--- src/rtl/seg7_pkg.sv ---
// Shared constants and types for the 7-segment scan reader.
// Segment patterns are {A,B,C,D,E,F,G} with bit 6 = A and active-high drive.
package seg7_pkg;

  localparam logic [6:0] SEG_0     = 7'b1111110;
  localparam logic [6:0] SEG_1     = 7'b0110000;
  localparam logic [6:0] SEG_2     = 7'b1101101;
  localparam logic [6:0] SEG_3     = 7'b1111001;
  localparam logic [6:0] SEG_4     = 7'b0110011;
  localparam logic [6:0] SEG_5     = 7'b1011011;
  localparam logic [6:0] SEG_6     = 7'b1011111;
  localparam logic [6:0] SEG_7     = 7'b1110000;
  localparam logic [6:0] SEG_8     = 7'b1111111;
  localparam logic [6:0] SEG_9     = 7'b1111011;
  localparam logic [6:0] SEG_BLANK = 7'b0000000;

  localparam logic [3:0] BCD_BLANK = 4'hF;
  localparam logic [3:0] BCD_ERR   = 4'hE;

  typedef enum logic [1:0] {
    ST_IDLE   = 2'd0,
    ST_SETTLE = 2'd1,
    ST_HELD   = 2'd2
  } scan_state_e;

  typedef struct packed {
    logic [3:0] bcd;
    logic       blank;
    logic       err;
  } digit_t;

  // Index of the highest set bit; meaningful only for a one-hot input of up to 32 digits.
  function automatic logic [4:0] onehot_idx(input logic [31:0] v);
    logic [4:0] idx;
    idx = '0;
    for (int i = 0; i < 32; i++) begin
      if (v[i]) idx = 5'(i);
    end
    return idx;
  endfunction

endpackage

--- src/rtl/seg7_to_bcd.sv ---
// Combinational decoder: 7-segment pattern -> BCD digit with blank/error flags.
module seg7_to_bcd
  import seg7_pkg::*;
(
  input  logic [6:0] seg_i,
  output logic [3:0] bcd_o,
  output logic       blank_o,
  output logic       err_o
);

  // Anything not in the table is an undecodable pattern.
  always_comb begin
    bcd_o   = BCD_ERR;
    blank_o = 1'b0;
    err_o   = 1'b1;
    case (seg_i)
      SEG_0:     begin bcd_o = 4'd0; err_o = 1'b0; end
      SEG_1:     begin bcd_o = 4'd1; err_o = 1'b0; end
      SEG_2:     begin bcd_o = 4'd2; err_o = 1'b0; end
      SEG_3:     begin bcd_o = 4'd3; err_o = 1'b0; end
      SEG_4:     begin bcd_o = 4'd4; err_o = 1'b0; end
      SEG_5:     begin bcd_o = 4'd5; err_o = 1'b0; end
      SEG_6:     begin bcd_o = 4'd6; err_o = 1'b0; end
      SEG_7:     begin bcd_o = 4'd7; err_o = 1'b0; end
      SEG_8:     begin bcd_o = 4'd8; err_o = 1'b0; end
      SEG_9:     begin bcd_o = 4'd9; err_o = 1'b0; end
      SEG_BLANK: begin bcd_o = BCD_BLANK; blank_o = 1'b1; err_o = 1'b0; end
      default:   ;
    endcase
  end

endmodule

--- src/rtl/seg7_scan_reader.sv ---
// Passive reader for a multiplexed 7-segment bus: rebuilds each digit and
// publishes a complete frame atomically once every digit has been captured.
//
// state     | meaning
// ST_IDLE   | no valid (one-hot) digit select on the synchronized bus
// ST_SETTLE | valid select seen, waiting for (sel,seg) to hold steady
// ST_HELD   | current (sel,seg) already captured, waiting for the next change
module seg7_scan_reader
  import seg7_pkg::*;
#(
  parameter int NUM_DIGITS    = 4,
  parameter int SETTLE_CYCLES = 4,
  parameter int SYNC_STAGES   = 2
) (
  input  logic                    clk,
  input  logic                    rst_n,
  input  logic [6:0]              seg_in,
  input  logic [NUM_DIGITS-1:0]   dig_sel,
  input  logic                    clear,
  output logic [4*NUM_DIGITS-1:0] bcd_out,
  output logic [NUM_DIGITS-1:0]   digit_err,
  output logic [NUM_DIGITS-1:0]   blank,
  output logic                    frame_valid,
  output logic                    sel_err
);

  localparam int W  = NUM_DIGITS + 7;
  localparam int CW = $clog2(SETTLE_CYCLES + 1);

  logic [SYNC_STAGES-1:0][W-1:0] sync_q;
  logic [W-1:0]                  s_cur, prev_q;
  logic [NUM_DIGITS-1:0]         s_sel;
  logic [6:0]                    s_seg;
  logic                          same, sel_onehot, sel_bad;

  scan_state_e                   state_q, state_d;
  logic [CW-1:0]                 cnt_q, cnt_d;
  logic                          capture;

  logic [NUM_DIGITS-1:0]         mask_q, mask_d, cap_vec;
  digit_t [NUM_DIGITS-1:0]       shadow_q;
  digit_t                        dec;
  logic                          publish;
  logic                          frame_valid_q, frame_valid_d;
  logic                          sel_err_q, sel_err_d;
  logic [4*NUM_DIGITS-1:0]       bcd_q;
  logic [NUM_DIGITS-1:0]         err_q, blank_q;

  assign s_cur      = sync_q[SYNC_STAGES-1];
  assign s_sel      = s_cur[W-1:7];
  assign s_seg      = s_cur[6:0];
  assign same       = (s_cur == prev_q);
  assign sel_onehot = $onehot(s_sel);
  assign sel_bad    = (s_sel != '0) && !sel_onehot;

  seg7_to_bcd u_dec (
    .seg_i   (s_seg),
    .bcd_o   (dec.bcd),
    .blank_o (dec.blank),
    .err_o   (dec.err)
  );

  // Synchronize select and segments together as one vector, and keep the previous sample.
  always_ff @(posedge clk or negedge rst_n) begin
    if (!rst_n) begin
      sync_q <= '0;
      prev_q <= '0;
    end else begin
      sync_q <= {sync_q[SYNC_STAGES-2:0], dig_sel, seg_in};
      prev_q <= s_cur;
    end
  end

  // FSM state and settle counter registers.
  always_ff @(posedge clk or negedge rst_n) begin
    if (!rst_n) begin
      state_q <= ST_IDLE;
      cnt_q   <= '0;
    end else begin
      state_q <= state_d;
      cnt_q   <= cnt_d;
    end
  end

  // Next state: cnt_q counts matching compares, so the pair has been held for cnt_q+2
  // cycles when the current compare also matches.
  always_comb begin
    state_d = state_q;
    cnt_d   = cnt_q;
    capture = 1'b0;
    unique case (state_q)
      ST_IDLE: begin
        cnt_d = '0;
        if (sel_onehot) state_d = ST_SETTLE;
      end
      ST_SETTLE: begin
        if (!same) begin
          cnt_d   = '0;
          state_d = sel_onehot ? ST_SETTLE : ST_IDLE;
        end else if (int'(cnt_q) + 2 >= SETTLE_CYCLES) begin
          capture = 1'b1;
          cnt_d   = '0;
          state_d = ST_HELD;
        end else begin
          cnt_d = cnt_q + CW'(1);
        end
      end
      ST_HELD: begin
        if (!same) begin
          cnt_d   = '0;
          state_d = sel_onehot ? ST_SETTLE : ST_IDLE;
        end
      end
      default: state_d = ST_IDLE;
    endcase
    if (clear) begin
      state_d = ST_IDLE;
      cnt_d   = '0;
      capture = 1'b0;
    end
  end

  // Mask bookkeeping: a full mask publishes on the next edge; clear wins over everything.
  always_comb begin
    publish       = (mask_q == '1);
    cap_vec       = capture ? s_sel : '0;
    mask_d        = publish ? cap_vec : (mask_q | cap_vec);
    frame_valid_d = publish;
    sel_err_d     = sel_err_q | sel_bad;
    if (clear) begin
      mask_d        = '0;
      frame_valid_d = 1'b0;
      sel_err_d     = 1'b0;
    end
  end

  // Shadow capture and atomic publish of the completed frame.
  always_ff @(posedge clk or negedge rst_n) begin
    if (!rst_n) begin
      mask_q        <= '0;
      shadow_q      <= '0;
      frame_valid_q <= 1'b0;
      sel_err_q     <= 1'b0;
      bcd_q         <= '0;
      err_q         <= '0;
      blank_q       <= '0;
    end else begin
      mask_q        <= mask_d;
      frame_valid_q <= frame_valid_d;
      sel_err_q     <= sel_err_d;
      for (int i = 0; i < NUM_DIGITS; i++) begin
        if (cap_vec[i]) shadow_q[i] <= dec;
        if (frame_valid_d) begin
          bcd_q[4*i +: 4] <= shadow_q[i].bcd;
          err_q[i]        <= shadow_q[i].err;
          blank_q[i]      <= shadow_q[i].blank;
        end
      end
    end
  end

  assign bcd_out     = bcd_q;
  assign digit_err   = err_q;
  assign blank       = blank_q;
  assign frame_valid = frame_valid_q;
  assign sel_err     = sel_err_q;

endmodule
--- config.mk ---
export PLATFORM = sky130hd
export DESIGN_NAME = seg7_scan_reader
export DESIGN_NICKNAME = d
export VERILOG_FILES = /design/src/rtl/seg7_pkg.sv /design/src/rtl/seg7_to_bcd.sv /design/src/rtl/seg7_scan_reader.sv
export SDC_FILE = /design/constraint.sdc
export NUM_CORES = 1
export LEC_CHECK = 0
export ABC_AREA = 1
export CAP_MARGIN = 10
export CORE_MARGIN = 2
export CORE_UTILIZATION = 50
export DETAILED_ROUTE_END_ITERATION = 16
export PLACE_DENSITY_LB_ADDON = 0.15
export RECOVER_POWER = 50
export SLEW_MARGIN = 0
export SYNTH_ARGS = -nofsm -noshare
export SYNTH_HDL_FRONTEND = slang
export SYNTH_HIERARCHICAL = 1
export SYNTH_SLANG_ARGS = --single-unit
--- constraint.sdc ---
create_clock -name clk -period 2.3 [get_ports clk]
set_clock_uncertainty 0.2 [all_clocks]
set_input_delay 0.46 -clock clk [delete_from_list [all_inputs] [get_ports clk]]
set_output_delay 0.46 -clock clk [all_outputs]
set_load 0.01 [all_outputs]
==> impl_results.md <==
* Clk Latency, worst-skew pair at 350 ps
* DRC at 0
* GP Congestion at 0.825
* Final instance area at 0.00459 mm²
* Post-synthesis mux area share at 0%
* Placed Area at 0.00434 mm²
* Core area at 0.00729 mm²
* Least-Margin Pin Slew at 1300 ps
* Synth warn at 6
* Clock Tree Buf Depth at 2
* Combinational power share at 6.2%
* Post-Synth Adder-Cell Area at 1.85%
* Final worst-path cycle share at 103%
* Post-layout minimum cycle time at 2360 ps
* Worst r2r path cells at 9
* Slew Limit Headroom at 13.4%
* Critical Path Start: s_cur[10]
* P_int at 2350 µW
* TNS Setup at -59.3 ps
* Detailed placement HPWL at 4.70 mm
* R2r startpoint: s_cur[10]
* Post-synthesis sequential area ratio at 60.9%
* Diode count at 0
* Post-Layout Cell Count at 558
* Top delay family on crit path: adder cells
* Drt wl/cell at 11.8 µm
* Ys async rst share at 100%
* Crit path to: state_q[0]
* Switching part of the total power at 23.2%
* Count leader, synth: nand2_1
* Hold WC Path Type: flop to flop
* Detailed-route vias per instance at 4.84
* Die Ht at 90.9 µm
* Synth Flop Type: dfrtp_1
* Crit. End Element: flop
* Final nets at 473
* Mapped Nets at 415
* Largest family of logic cells by synthesized area: simple AND/OR/NAND/NOR gates
* Site row count at 31
* Post-synth top cells: 157 x nand2_1, 92 x dfrtp_1, 37 x inv_1
* Share of the synthesized area in the top cell type at 60.9%
* P_leak at 0.00239 µW
* Final slew viol count at 0
* Setup Viol. Count Final at 1
* Clk pwr share at 39.0%
* Syn avg cell area at 9.54 µm²
* R2r setup slk at -60 ps
* Antenna viol nets, final at 0
* Yosys top cell by area: dfrtp_1
* Gr ovfl total at 0
* Layout cells sized above 1 at 14.4%
* Net Sw Power at 708 µW
* Synth Area in Compound Gates at 5.10%
* Xor/xnor share of the synthesized area at 0.927%
* Largest net degree at the start of global routing at 50
* Setup CP Type: flop to flop
* Pwr per Cell Area at 666 mW/mm²
* Starting Density at 51.8%
* Synth Instances at 396
* Root Buffer: clkbuf_8
* H-Tree Level Count at 3
* Antenna violations before repair at 0
* RSZ-0062 raised after global routing: true
* Synth Cell Area at 0.00378 mm²
* Via Count at 2699
* Sequential share of power at 54.8%
* # Max-Cap Violations at 0
* Die Span X at 90.9 µm
* Flops & latches, synth at 92
* Initial DRC Count at 93
* Die area at 0.00827 mm²
* EDFF count, synth at 0
* WL final at 6.59 mm
* Port Buffer Count at 39
* CTS tree: built
* Arr. time, crit path at 2440 ps
* First-pass GRT wire length at 12.1 mm
* Total track usage at 18.1%
* Worst-path clk slew at 90 ps
* Vias in the first global route at 2697
* Peak supply drop at 435 µV
* Post-synthesis cell type count at 30
* Fin. Hold Viols at 0
* Fmax at 424 MHz
* DRT Pass-1 Iters at 4
* Top post-synthesis cells by area: dfrtp_1 61%, nand2_1 16%, inv_1 3.7%, o21ai_1 3.0%, nor2_1 1.6%
* Buf/Inv on CP at 2
* Post-Place Cells at 538
* CP max FO at 3
* Startpoint Class: flop
* Failing checks: negative setup slack
* Cts bufs inserted at 9
* Worst-path cell chain: inv_2 > fa_1 > inv_1 > ha_2 > ha_4 > or3b_4 > a21oi_2 > nand2_1 > o21bai_1
* Hold path startpoint: sync_q[6]
* Final worst slack at -59.3 ps
* Synth Area in Simple Gates at 25.6%
* Crit-path slowest cell: fa_1
* Worst reg2reg path endpoint: state_q[0]
* Hold slack at 153 ps
* Layout area overhead at 21.5%
* WP depth at 9
* Biggest cell delay along the critical path at 530 ps
* Number of primary I/O pins at 40
* Sink Count at 92
* Final core occ at 63.0%
* Critical Path RT at 2380 ps
* Status: finished with violations
[layout by cell type (no fill, tap or decap), drive strengths merged]
cell type	n
clkinv	2
nand4	9
xnor2	3
o21bai	1
clkbuf	14
nor3	3
bufinv	2
dfrtp	92
o21ai	26
a21oi	8
buf	13
clkdlybuf4s50	27
nor2	25
xor2	1
inv	41
nand3	8
dlygate4sd3	12
or3b	1
nand2	166
ha	4
fa	1
[per-layer routing]
layer / vias up / global-route usage (%) / part of all wire (%)
met1: 1306 / 24.1 / 48
li1: 1347 / - / -
met5: - / 0 / 0
met3: 7 / 4.59 / 3.5
met2: 39 / 29.3 / 48
met4: 0 / 5.56 / 1.2
[flip-flops by register name, summed over array words and instances (netlist names)]
name	cells
frame_valid	1
mask_q	4
s_cur	11
shadow_q	24
prev_q	11
bcd_out	16
blank	4
state_q	2
cnt_q	3
sel_err	1
sync_q	11
digit_err	4
[cells by family (layout without fill, tap and decap cells)]
| kind of cell | Yosys count | in the layout |
|---|---|---|
| simple gates | 212 | 212 |
| fa+ha+maj | 5 | 5 |
| xor+xnor | 4 | 4 |
| compound gates | 35 | 35 |
| buf+inv | 48 | 111 |
| flops | 92 | 92 |
[how the worst min path moves through the flow]
stage / to / slack (ps) / cells past startpoint
floorplan: bcd_out[0] / -40 / 0
global placement: s_cur[7] / 130 / 0
detailed placement: s_cur[6] / 130 / 0
CTS: s_cur[6] / 150 / 0
finish: s_cur[6] / 150 / 0
global route: s_cur[6] / 160 / 0
[final cells by class]
cell class / count / area (µm²)
repair buffers: 56 / 510
clock inverters: 6 / 95.1
fillers: 639 / 2700
well taps: 99 / 124
inverters: 39 / 146
flip-flops and latches: 92 / 2300
multi-input cells: 256 / 1280
clock buffers: 10 / 128
[through the flow]
step           power, µW  setup WS [ps]
2_1_floorplan       1800          -61.3
3_3_place_gp        1890          -27.6
3_5_place_dp        1900          -77.1
4_1_cts             3100          -87.9
5_1_grt             3190           -130
6_report            3060          -59.3
[timing repair]
item / in CTS / in global routing
setup buffers: 2 / 1
endpoints found under the setup margin: 2 / 2
pin swaps: 6 / 2
hold buffers: 1 / 0
endpoints found under the hold margin: 22 / 0
gates cloned: 0 / 0
gates resized for setup: 3 / 0
[power by group through the flow]
stage	Sequential, µW	Combinational (µW)	Clock (µW)
2_1_floorplan	1700	97.1	0
3_3_place_gp	1710	184	0
3_5_place_dp	1710	190	0
4_1_cts	1680	198	1220
5_1_grt	1680	219	1290
6_report	1680	189	1190
Note: power is estimated with default switching activity, not from simulation.
==> RTL edit 1: new RTL, same flow settings <==
Register the inputs `seg_in`, `dig_sel` and `clear` before use. The logic sees them one clock later.
--- a/src/rtl/seg7_scan_reader.sv
+++ b/src/rtl/seg7_scan_reader.sv
@@ -26,6 +26,16 @@
 
   localparam int W  = NUM_DIGITS + 7;
   localparam int CW = $clog2(SETTLE_CYCLES + 1);
+
+  logic [6:0] seg_q;
+  logic [NUM_DIGITS-1:0] dig_sel_q;
+  logic clear_q;
+
+  always_ff @(posedge clk) begin
+    seg_q     <= seg_in;
+    dig_sel_q <= dig_sel;
+    clear_q   <= clear;
+  end
 
   logic [SYNC_STAGES-1:0][W-1:0] sync_q;
   logic [W-1:0]                  s_cur, prev_q;
@@ -66,7 +76,7 @@
       sync_q <= '0;
       prev_q <= '0;
     end else begin
-      sync_q <= {sync_q[SYNC_STAGES-2:0], dig_sel, seg_in};
+      sync_q <= {sync_q[SYNC_STAGES-2:0], dig_sel_q, seg_q};
       prev_q <= s_cur;
     end
   end
@@ -113,7 +123,7 @@
       end
       default: state_d = ST_IDLE;
     endcase
-    if (clear) begin
+    if (clear_q) begin
       state_d = ST_IDLE;
       cnt_d   = '0;
       capture = 1'b0;
@@ -127,7 +137,7 @@
     mask_d        = publish ? cap_vec : (mask_q | cap_vec);
     frame_valid_d = publish;
     sel_err_d     = sel_err_q | sel_bad;
-    if (clear) begin
+    if (clear_q) begin
       mask_d        = '0;
       frame_valid_d = 1'b0;
       sel_err_d     = 1'b0;
Behaviour: not the same (Yosys sat finds a counterexample within 4 cycles, from zero or initial values and one cycle with rst_n low).
==> RTL edit 1 against the unedited design <==
  * The run still ends with setup timing left
  * Count of clock-buffer cells in the layout did not move
  * Cell area grew 5.1%
  * Sequential cell count is 12 higher
  * Die area is 6.0% higher
  * Critical endpoint unchanged
  * Clock power shrank 3%
  * Total power grew 6.1%
  * Sequential power is 13% higher
  * Setup slack improved by 0.045 ns
  * Synthesized area up 6.3%
  * Critical path type unchanged
  * Routed wire length rose by 5.0%
==> RTL edit 1: results (changes against the unedited design) <==
stage;metric;value;unit;change
yosys;ys_async_sr_fraction;88.46;%;was 100.0%
hold_path;hold_path_end;sync_q[2];;was s_cur[6]
power_and_ir_drop;vdd_drop_max;0.4755;mV;was 0.4354 mV
layout;fillCellCount;656;;was 639
global_route;track_usage;18.63;%;was 18.10%
global_route;grt_pass1_vias;2762;;was 2,697
yosys;yosysSeqAreaShare;63.34;%;was 60.95%
outcome;violations;setup timing;;unchanged
layout;layout.nets;484;;was 473
power_and_ir_drop;power.leakage;2.471;nW;was 2.393 nW
placed_design;gp_congestion;0.8769;;was 0.8250
timing;setup_viol;1;;unchanged
yosys;synth_nets;428;;was 415
timing;hold_slack;0.1286;ns;was 0.1535 ns
yosys;yosys-top-cells-area;dfrtp_1 (57%), nand2_1 (15%), dfxtp_1 (6.0%);;was dfrtp_1 (61%), nand2_1 (16%), inv_1 (3.7%)
yosys;yosys-top-cells-count;nand2_1 (160), dfrtp_1 (92), inv_1 (37);;was nand2_1 (157), dfrtp_1 (92), inv_1 (37)
hold_path;hp-start;seg_q[2];;was sync_q[6]
route;vias_per_cell;4.733;;was 4.837
timing;setup_slack;-0.01470;ns;was -0.05931 ns
global_route;grt_max_degree;44;;was 50
layout;fin_cells;572;;was 558
placed_design;placed_cells;550;;was 538
yosys;ys_types;31;;was 30
outcome;status;finished with violations;;unchanged
route;drt_iter0_drc;179;;was 93
yosys;ys_warn_count;6;;unchanged
cts;clk_latency;0.36;ns;
timing;tightest_slew;0.7954;ns;was 1.299 ns
placed_design;post-dp-hpwl;4.742;mm;was 4.701 mm
route;wl_per_cell;12.11;um;was 11.82 um
## RTL edit 1: cell count changes after synthesis, sizes merged
cell,unedited run,this run
nand4,9,6
nor3,3,2
dfxtp,0,12
nand2,166,169
nor2,25,26
a21oi,8,9
## RTL edit 1: how the worst max path moves through the flow
stage / from / to / cells past startpoint
2_1_floorplan: s_cur[7] / state_q[0] / 9
3_3_place_gp: s_cur[7] / state_q[0] / 9
3_5_place_dp: s_cur[7] / state_q[0] / 9
4_1_cts: s_cur[10] / state_q[0] / 9
5_1_grt: s_cur[7] / state_q[0] / 9
6_report: s_cur[7] / state_q[0] / 9
## RTL edit 1: per-layer routing
| layer | part of all wire, % | vias up | track usage [%] | routed length [um] |
|---|---|---|---|---|
| li1 | - | 1378 | - | - |
| met1 | 48 | 1272 | 25.85 | 3319 |
| met2 | 48 | 47 | 29.62 | 3296 |
| met3 | 2.8 | 10 | 3.223 | 191 |
| met4 | 1.7 | 0 | 7.005 | 119 |
| met5 | 0 | - | 0 | 0 |
## RTL edit 1: critical path, cell delays in order, from the launching register on
cell      delay [ns]
dfrtp_1         0.37
inv_2           0.05
fa_1            0.54
inv_2           0.05
ha_4            0.15
ha_4            0.20
or3b_4          0.38
a21oi_2         0.14
nand2_1         0.06
o21bai_1        0.11
## RTL edit 1: per-stage QoR
stage | setup TNS, ns | worst slack [ns] | cell area, sq um
after floorplan | -0.06126 | -0.06126 | 4020
after global placement | -0.03524 | -0.03524 | 4551
after detailed placement | -0.1270 | -0.1017 | 4551
after CTS | -0.07052 | -0.07052 | 4808
after global routing | -2.114 | -0.09649 | 4823
final | -0.01470 | -0.01470 | 4823
## RTL edit 1: cell families (layout without fill, tap and decap cells)
logic type               Yosys count  in the layout  synth area share (%)
adder cells (fa/ha/maj)            5              5                 1.746
flip-flops                       104            104                 63.34
XOR/XNOR                           4              4                0.8730
buffers and inverters             48            109                 5.268
AO/OA/AOI/OAI                     36             36                 4.925
AND/OR/NAND/NOR                  212            212                 23.85
## RTL edit 1: layout make-up
type,count,area (sq um),share of cell area [%]
flip-flops and latches,104,2542,52.71
multi-input cells,257,1318,27.32
repair buffers,54,486.7,10.09
inverters,39,146.4,3.035
clock buffers,10,127.6,2.646
well taps,102,127.6,2.646
clock inverters,6,75.07,1.556
## RTL edit 1: where the power goes
group / internal (W) / switching [W]
Combinational: 0.0000738 / 0.000113
Sequential: 0.00187 / 0.0000318
Clock: 0.000522 / 0.000633
## RTL edit 1: what timing repair did
| item | 4_1_cts | 5_1_grt |
|---|---|---|
| pin swaps | 6 | 6 |
| setup endpoints to repair | 2 | 19 |
| hold buffers | 1 | 0 |
| hold endpoints to repair | 32 | 0 |
| buffers inserted | 4 | 1 |
| gates resized for setup | 3 | 5 |
==> RTL edit 2: new RTL, config.mk and constraints unchanged <==
Without the edit above. The parameter `SYNC_STAGES` goes from 2 to 4.
--- a/src/rtl/seg7_scan_reader.sv
+++ b/src/rtl/seg7_scan_reader.sv
@@ -10,7 +10,7 @@
 #(
   parameter int NUM_DIGITS    = 4,
   parameter int SETTLE_CYCLES = 4,
-  parameter int SYNC_STAGES   = 2
+  parameter int SYNC_STAGES   = 4
 ) (
   input  logic                    clk,
   input  logic                    rst_n,
Function: changed (a bounded check fails within 4 cycles, from zero or initial values and one cycle with rst_n low).
==> RTL edit 2 against the unedited design <==
  * The run still ends with setup timing left
  * Routed wire length up 19%
  * Setup slack improved by 0.0059 ns
  * Synthesized area increased by 13%
  * Total power is 62% higher
  * Via count increased by 9.5%
  * Combinational power up 3%
  * Cell area grew 20%
  * Sequential cell count grew 22
  * Critical endpoint unchanged
==> RTL edit 2: results (changes against the unedited design) <==
stage;metric;value;unit;change
route;drt_iter0_drc;112;;was 93
timing;setup_slack;-0.05342;ns;was -0.05931 ns
global_route;track_usage;20.04;%;was 18.10%
timing;finalSetupTns;-0.05342;ns;was -0.05931 ns
power_and_ir_drop;vdd_drop_max;0.5963;mV;was 0.4354 mV
yosys;yosys-top-cells-area;dfrtp_1 (67%), nand2_1 (14%), inv_1 (3.3%);;was dfrtp_1 (61%), nand2_1 (16%), inv_1 (3.7%)
hold_path;hold_path.class;flip-flop to flip-flop;;unchanged
outcome;status;finished with violations;;unchanged
layout;regMostFlops;sync_q;;was shadow_q
route;vias;2955;;was 2,699
placed_design;placed_area;4867;sq um;was 4340 sq um
placed_design;pre_cts_ws;-0.1179;ns;was -0.07711 ns
yosys;ys_warn_count;6;;unchanged
outcome;violations;setup timing;;unchanged
cts;htree_levels;4;;was 3
yosys;synth_nets;437;;was 415
job;maxCapViolations;0;;unchanged
cts;clk_latency;0.51;ns;was 0.35 ns
timing;tightest_slew;1.111;ns;was 1.299 ns
critical_path;crit_fanout;3;;unchanged
cts;cts_made_buffers;17;;was 9
layout;layout.nets;503;;was 473
route;firstDrtPassIters;4;;unchanged
layout;largest_reg_flops;33;;was 24
cts;path_clk_slew;0.06;ns;was 0.09 ns
global_route;antenna_found_initial;0;;unchanged
route;wl;7.828;mm;was 6.594 mm
yosys;synth-edff-count;0;;unchanged
power_and_ir_drop;p_clk_share;53.7;%;was 39.0%
yosys;avgSynthCellArea;10.20;sq um;was 9.539 sq um
yosys;ys_types;27;;was 30
timing;setup_viol;1;;unchanged
critical_path;reg2regPathDepth;9;;unchanged
critical_path;critical_path_arrival;2.59;ns;was 2.44 ns
placed_design;placed_cells;567;;was 538
global_route;grt_pass1_wl;13.56;mm;was 12.08 mm
power_and_ir_drop;p_seq_share;42.3;%;was 54.8%
cts;clockBufferDepth;2;;unchanged
yosys;ys_async_sr_fraction;100.0;%;unchanged
yosys;yosysSeqAreaShare;66.88;%;was 60.95%
placed_design;post-dp-hpwl;5.062;mm;was 4.701 mm
layout;diodes;0;;unchanged
layout;layout-drive-gt1-share;15.29;%;was 14.38%
route;drc;0;;unchanged
power_and_ir_drop;power.leakage;2.769;nW;was 2.393 nW
placed_design;gp_congestion;0.8571;;was 0.8250
power_and_ir_drop;p_total;0.004941;W;was 0.003056 W
cts;cts_root_buffer;clkbuf_8;;unchanged
layout;fin_cells;602;;was 558
yosys;yosys-top-cells-count;nand2_1 (159), dfrtp_1 (114), inv_1 (37);;was nand2_1 (157), dfrtp_1 (92), inv_1 (37)
placed_design;io_buffers;39;;unchanged
hold_path;min_delay_path_depth;0;;unchanged
global_route;grt_max_degree;43;;was 50
power_and_ir_drop;switchingPower;0.001050;W;was 0.0007076 W
RTL edit 2: area by class of cell:
type / count / area [sq um]
Clock buffer: 19 / 421.7
Clock inverter: 13 / 186.4
Fill cell: 658 / 2769
Inverter: 39 / 146.4
Multi-Input combinational cell: 256 / 1234
Sequential cell: 114 / 2853
Tap cell: 105 / 131.4
Timing Repair Buffer: 56 / 516.7
RTL edit 2: cell families (layout without fill, tap and decap cells):
group | after synthesis | after routing | synth area share, %
XOR/XNOR | 4 | 4 | 0.8215
buffers and inverters | 48 | 127 | 4.693
AO/OA/AOI/OAI | 35 | 35 | 4.605
adder cells (fa/ha/maj) | 5 | 5 | 1.643
AND/OR/NAND/NOR | 212 | 212 | 21.36
flip-flops | 114 | 114 | 66.88
RTL edit 2: critical path, cell delays in order (launching register included):
cell      delay (ns)
dfrtp_1         0.36
inv_2           0.05
fa_1            0.54
inv_1           0.05
ha_2            0.18
ha_4            0.20
or3b_4          0.39
a21oi_2         0.14
nand2_1         0.06
o21bai_1        0.11
RTL edit 2: repair_timing:
action,4_1_cts,5_1_grt
pin swaps,6,6
buffers inserted,1,1
hold buffers,1,0
gates resized for setup,3,0
setup endpoints to repair,2,2
hold endpoints to repair,39,0
RTL edit 2: routing by layer:
metal,vias to the layer above,GRT usage (%),part of all wire (%)
met2,73,30.56,48
met1,1431,25.66,46
met4,0,8.803,1.5
met3,13,7.596,4.5
li1,1438,-,-
met5,-,0,0
RTL edit 2: worst paths after layout:
check | end | startpoint | slack [ns]
min in group asynchronous | prev_q[7] | rst_n | 0.51
max reg2reg | state_q[0] | s_cur[7] | -0.05
max | state_q[0] | s_cur[7] | -0.05
min | sync_q[27] | sync_q[16] | 0.14
min reg2reg | sync_q[27] | sync_q[16] | 0.14
max in group asynchronous | bcd_out[11] | rst_n | 0.35
